$ cat config.mk
export PLATFORM = sky130hd
export DESIGN_NAME = vga_text_fetch_ctrl
export DESIGN_NICKNAME = d
export VERILOG_FILES = /design/src/rtl/vga_text_fetch_ctrl.sv
export SDC_FILE = /design/constraint.sdc
export NUM_CORES = 1
export LEC_CHECK = 0
export ABC_CLOCK_PERIOD_IN_PS = 3400
export CAP_MARGIN = 20
export CORE_ASPECT_RATIO = 1.75
export CORE_UTILIZATION = 32
export CTS_BUF_LIST = sky130_fd_sc_hd__clkbuf_8
export CTS_CLUSTER_DIAMETER = 40
export CTS_CLUSTER_SIZE = 10
export DETAILED_ROUTE_END_ITERATION = 6
export HOLD_SLACK_MARGIN = 0.12
export MAX_ROUTING_LAYER = met4
export PLACE_DENSITY_LB_ADDON = 0.3
export SYNTH_ARGS = -nofsm -noshare
export SYNTH_HDL_FRONTEND = slang
export SYNTH_SLANG_ARGS = --single-unit
$ cat constraint.sdc
create_clock -name clk -period 3.4 [get_ports clk]
set_input_delay 0.85 -clock clk [delete_from_list [all_inputs] [get_ports clk]]
set_output_delay 0.85 -clock clk [all_outputs]
set_load 0.01 [all_outputs]
$ cat src/rtl/vga_text_fetch_ctrl.sv
// Text-mode character fetch for 8x16 cells: shares the single-port text RAM between
// the display fetch and a CPU port, looks up glyph rows, overlays a blinking cursor.
module vga_text_fetch_ctrl #(
  parameter int unsigned COLS         = 160,
  parameter int unsigned ROWS         = 64,
  parameter int unsigned TRAM_AW      = 14,
  parameter int unsigned BLINK_FRAMES = 30
) (
  input  logic               clk,
  input  logic               reset,
  input  logic               disp,
  input  logic [31:0]        x_pos,
  input  logic [31:0]        y_pos,
  input  logic               vga_hs_in,
  input  logic               vga_vs_in,
  output logic               tram_en,
  output logic               tram_we,
  output logic [TRAM_AW-1:0] tram_addr,
  output logic [7:0]         tram_wdata,
  input  logic [7:0]         tram_rdata,
  output logic [11:0]        font_addr,
  input  logic [7:0]         font_rdata,
  input  logic               cpu_req,
  input  logic               cpu_we,
  input  logic [TRAM_AW-1:0] cpu_addr,
  input  logic [7:0]         cpu_wdata,
  output logic               cpu_ack,
  output logic [7:0]         cpu_rdata,
  input  logic               cursor_en,
  input  logic [7:0]         cursor_col,
  input  logic [5:0]         cursor_row,
  output logic               pix_on,
  output logic               disp_out,
  output logic               vga_hs,
  output logic               vga_vs
);

  localparam int unsigned CW = (BLINK_FRAMES > 1) ? $clog2(BLINK_FRAMES) : 1;
  localparam logic [CW-1:0] BLINK_LAST = CW'(BLINK_FRAMES - 1);

  if (COLS * ROWS > (2 ** TRAM_AW)) begin : g_size_check
    $error("text RAM address width too small for COLS*ROWS");
  end

  typedef enum logic {IDLE, ACK} state_t;
  state_t state, state_nxt;

  logic [7:0]         col;
  logic [5:0]         row;
  logic               vslot;
  logic [TRAM_AW-1:0] disp_addr;
  logic               cur_hit;
  logic               unused_bits;

  assign col         = x_pos[10:3];
  assign row         = y_pos[9:4];
  assign unused_bits = ^{x_pos[31:11], y_pos[31:10]};
  // Gated by reset so the RAM port stays quiet while reset is held.
  assign vslot       = reset && disp && (x_pos[2:0] == 3'd0);
  assign disp_addr   = TRAM_AW'(32'(row) * COLS + 32'(col));

  logic          vs_prev;
  logic          blink_phase;
  logic [CW-1:0] blink_cnt;

  assign cur_hit = cursor_en && blink_phase && (col == cursor_col) &&
                   (row == cursor_row) && (y_pos[3:0] >= 4'd14);

  always_ff @(posedge clk) begin
    if (!reset) begin
      vs_prev     <= 1'b0;
      blink_cnt   <= '0;
      blink_phase <= 1'b0;
    end else begin
      vs_prev <= vga_vs_in;
      if (vs_prev && !vga_vs_in) begin
        if (blink_cnt == BLINK_LAST) begin
          blink_cnt   <= '0;
          blink_phase <= ~blink_phase;
        end else begin
          blink_cnt <= blink_cnt + CW'(1);
        end
      end
    end
  end

  logic        slot_d1;
  logic [3:0]  line_d1;
  logic [11:0] font_addr_q;
  logic [2:0]  xs_d1, xs_d2;
  logic        hit_d1, hit_d2;
  logic        disp_d1, disp_d2;
  logic        hs_d1, hs_d2;
  logic        vs_d1, vs_d2;

  // RAM data arrives the cycle after the slot; the glyph address is then held for the
  // rest of the cell so the ROM keeps returning the same row for all eight pixels.
  assign font_addr = slot_d1 ? {tram_rdata, line_d1} : font_addr_q;

  always_ff @(posedge clk) begin
    if (!reset) begin
      slot_d1     <= 1'b0;
      line_d1     <= '0;
      font_addr_q <= '0;
      xs_d1       <= '0;
      xs_d2       <= '0;
      hit_d1      <= 1'b0;
      hit_d2      <= 1'b0;
      disp_d1     <= 1'b0;
      disp_d2     <= 1'b0;
      hs_d1       <= 1'b0;
      hs_d2       <= 1'b0;
      vs_d1       <= 1'b0;
      vs_d2       <= 1'b0;
      pix_on      <= 1'b0;
      disp_out    <= 1'b0;
      vga_hs      <= 1'b0;
      vga_vs      <= 1'b0;
    end else begin
      slot_d1     <= vslot;
      line_d1     <= y_pos[3:0];
      font_addr_q <= font_addr;
      xs_d1       <= x_pos[2:0];
      xs_d2       <= xs_d1;
      hit_d1      <= cur_hit;
      hit_d2      <= hit_d1;
      disp_d1     <= disp;
      disp_d2     <= disp_d1;
      hs_d1       <= vga_hs_in;
      hs_d2       <= hs_d1;
      vs_d1       <= vga_vs_in;
      vs_d2       <= vs_d1;
      pix_on      <= (font_rdata[3'd7 - xs_d2] ^ hit_d2) & disp_d2;
      disp_out    <= disp_d2;
      vga_hs      <= hs_d2;
      vga_vs      <= vs_d2;
    end
  end

  always_ff @(posedge clk) begin
    if (!reset) state <= IDLE;
    else        state <= state_nxt;
  end

  always_comb begin
    state_nxt  = state;
    tram_en    = 1'b0;
    tram_we    = 1'b0;
    tram_addr  = '0;
    tram_wdata = '0;
    cpu_ack    = 1'b0;
    cpu_rdata  = '0;
    if (vslot) begin
      tram_en   = 1'b1;
      tram_addr = disp_addr;
    end
    case (state)
      IDLE: begin
        if (reset && cpu_req && !vslot) begin
          tram_en    = 1'b1;
          tram_we    = cpu_we;
          tram_addr  = cpu_addr;
          tram_wdata = cpu_wdata;
          state_nxt  = ACK;
        end
      end
      ACK: begin
        cpu_ack   = reset;
        cpu_rdata = reset ? tram_rdata : '0;
        state_nxt = IDLE;
      end
      default: state_nxt = IDLE;
    endcase
  end

endmodule
==> run summary <==
Total grt overflow = 0
Worst hold slack = 0.433 ns
Area fraction of the dominant cell type after synthesis = 34.9%
Vias = 2280
ANT nets after route = 0
First-pass GRT wire length = 10800 µm
IO buf count = 129
Drt pass-1 iters = 3
Post-cts hold buffer count = 0
Synth async-reset ratio = 0%
Synth Area in Simple Gates = 28.6%
I/O pins = 173
Synth Net Count = 387
Status = finished with violations
Mux contribution to synthesized area = 7.90%
Setup violations, final = 2
Post-layout minimum cycle time = 3.56 ns
H-tree depth = 2
Critical-path cell list = dlygate4sd2_1 > ha_4 > ha_4 > nand3_2 > and3_4 > nor4_4 > xnor2_2 > o21ai_2 > buf_2
Failing checks = setup timing
CTS buffer count = 5
Compound-Gate Fraction of Synth Area = 5.41%
Commonest cells in the netlist = dfxtp_1, and2_1, xnor2_1
Leakage = 1.93 nW
Critical Path RT = 2.55 ns
TritonCTS clock tree = built
Cells after Synth = 248
Pins Over Slew Limit = 0
Clock Latency Late Sink = 0.29 ns
P&R area growth vs syn = 80.0%
XOR/XNOR share of the synthesized area = 10.2%
Unique masters post-synth = 35
Core area = 7230 µm²
Largest area contributor in the netlist = dfxtp_1
DR DRC count = 0
CP Launch Type = input pin
Final worst slack = -0.165 ns
Register area share after synthesis = 34.9%
Root Buffer = clkbuf_8
Crit end category = primary output
Number of flops mapped to enable cells by yosys = 0
Fin crit share = 105%
Tightest Pin Transition = 0.561 ns
Die Width = 67.6 µm
Pwr dens = 297 nW/µm²
Pwr Total = 1.29 mW
Max Fclk = 281 MHz
Initial antenna violation count = 0
Final core occ = 59.9%
CP Class = input pin to primary output
Clk buf depth = 2
Number of global-route vias before repair = 2339
Most frequent CP cell = ha_4
Layout Skew = 0.00370 ns
Largest net degree at the start of global routing = 44
Final #Nets = 544
Total Die Area = 7890 µm²
Crit Path Max Fanout = 4
Layout cell share with drive strength beyond 1 = 30.5%
CTS clk-pin slew, worst paths = 0.07 ns
Die H = 117 µm
Yosys warns = 0
VDD IR max = 0.147 mV
Adder-cell share of the synthesized area = 8.42%
Final wirelength = 7260 µm
Slowest library cell on the worst path = nor4_4
Largest family of logic cells by synthesized area = simple AND/OR/NAND/NOR gates
Clk sinks = 42
Final GP Congestion = 0.882
Hold Vio Cnt, Final = 0
DR iter-0 viols = 62
MaxCap Viol Count = 0
Dominant cells by area after synthesis = dfxtp_1, and2_1, xnor2_1, ha_1, nand3_2
RSZ-0062 raised after global routing = true
Layout Cells excl Fill = 492
Leading cell type by number of instances after synthesis = dfxtp_1
GRT Total Usage = 19.4%
Worst hold path type = flop to flop
Syn avg cell area = 9.71 µm²
Synth Cell Area = 2410 µm²
Vias/cell = 4.63
Placed instance count = 473
Max-slew headroom = 62.6%
Seq cells post-synth = 42
Setup slack at placement = -0.986 ns
Inserted Diodes = 0
CP max stage delay = 0.33 ns
Drt wl/cell = 14.8 µm
# rows = 41
DP HPWL = 5290 µm
Ys flop type = dfxtp_1
Arr. time, crit path = 2.71 ns
Starting Density = 33.3%
-- worst paths after layout --
check,endpoint,slack (ns),from,cells after the start
setup / recovery,tram_addr[12],-0.16,y_pos[9],9
setup reg to reg,blink_phase,1.99,vs_d1,5
hold reg to reg,disp_d2,0.43,disp_d1,1
hold / removal,disp_d2,0.43,disp_d1,1
-- metal layers --
metal / up-vias / wire length [µm] / part of all wire, % / track usage, %
li1: 1152 / - / - / -
met1: 1041 / 2540 / 35 / 18.0
met2: 80 / 4290 / 59 / 37.8
met3: 7 / 328 / 4.5 / 3.22
met4: 0 / 105 / 1.4 / 7.09
met5: - / 0 / 0 / -
-- cell type report --
class	instances	area, µm²
Clock buffer	8	110
Multi-Input combinational cell	187	1670
Sequential cell	42	841
Inverter	7	31.3
Fill cell	631	2900
Timing Repair Buffer	162	1570
Tap cell	86	108
-- placed cells by master (no fill, tap or decap), drive strengths merged, types with 7 or more instances in the layout --
cell            n
dlygate4sd2    13
xnor2          21
nand2          18
xor2            7
and3           19
clkdlybuf4s50  92
buf            45
ha             13
dfxtp          42
nor2            8
o21ai           9
and2           35
clkbuf         10
nand3          18
mux2           12
-- what timing repair did --
item,in CTS,in global routing
buffers inserted,10,1
hold endpoints to repair,0,0
gates resized for setup,111,27
endpoints found under the setup margin,24,11
pin swaps,22,18
gates cloned,1,0
-- cells by family after synthesis --
family,after synthesis
AND/OR/NAND/NOR,111
XOR/XNOR,28
AO/OA/AOI/OAI,18
buffers and inverters,19
flip-flops,42
adder cells (fa/ha/maj),15
multiplexers,15
-- per-stage QoR --
step,instance area [µm²],TNS (ns)
after floorplan,2410,0
after global placement,3920,-10.92
after detailed placement,3920,-11.65
after CTS,4230,-0.161
after global routing,4330,-0.475
final,4330,-0.254
-- flip-flops by register name, summed over array words and instances (netlist names), 3 cells and up --
register and flops:
blink_cnt 5, font_addr_q 12, line_d1 4, xs_d1 3
xs_d2 3
-- power by group --
group | switching [mW] | internal [mW]
Combinational | 0.166 | 0.241
Clock | 0.160 | 0.205
Sequential | 0.00789 | 0.506
-- critical path, delay by kind of cell --
| family | cells | cell delay [ns] |
|---|---|---|
| simple gates | 3 | 0.68 |
| xor+xnor | 1 | 0.11 |
| fa+ha+maj | 2 | 0.55 |
| buf+inv | 2 | 0.40 |
| compound gates | 1 | 0.11 |
(Power assumes the default switching activity.)
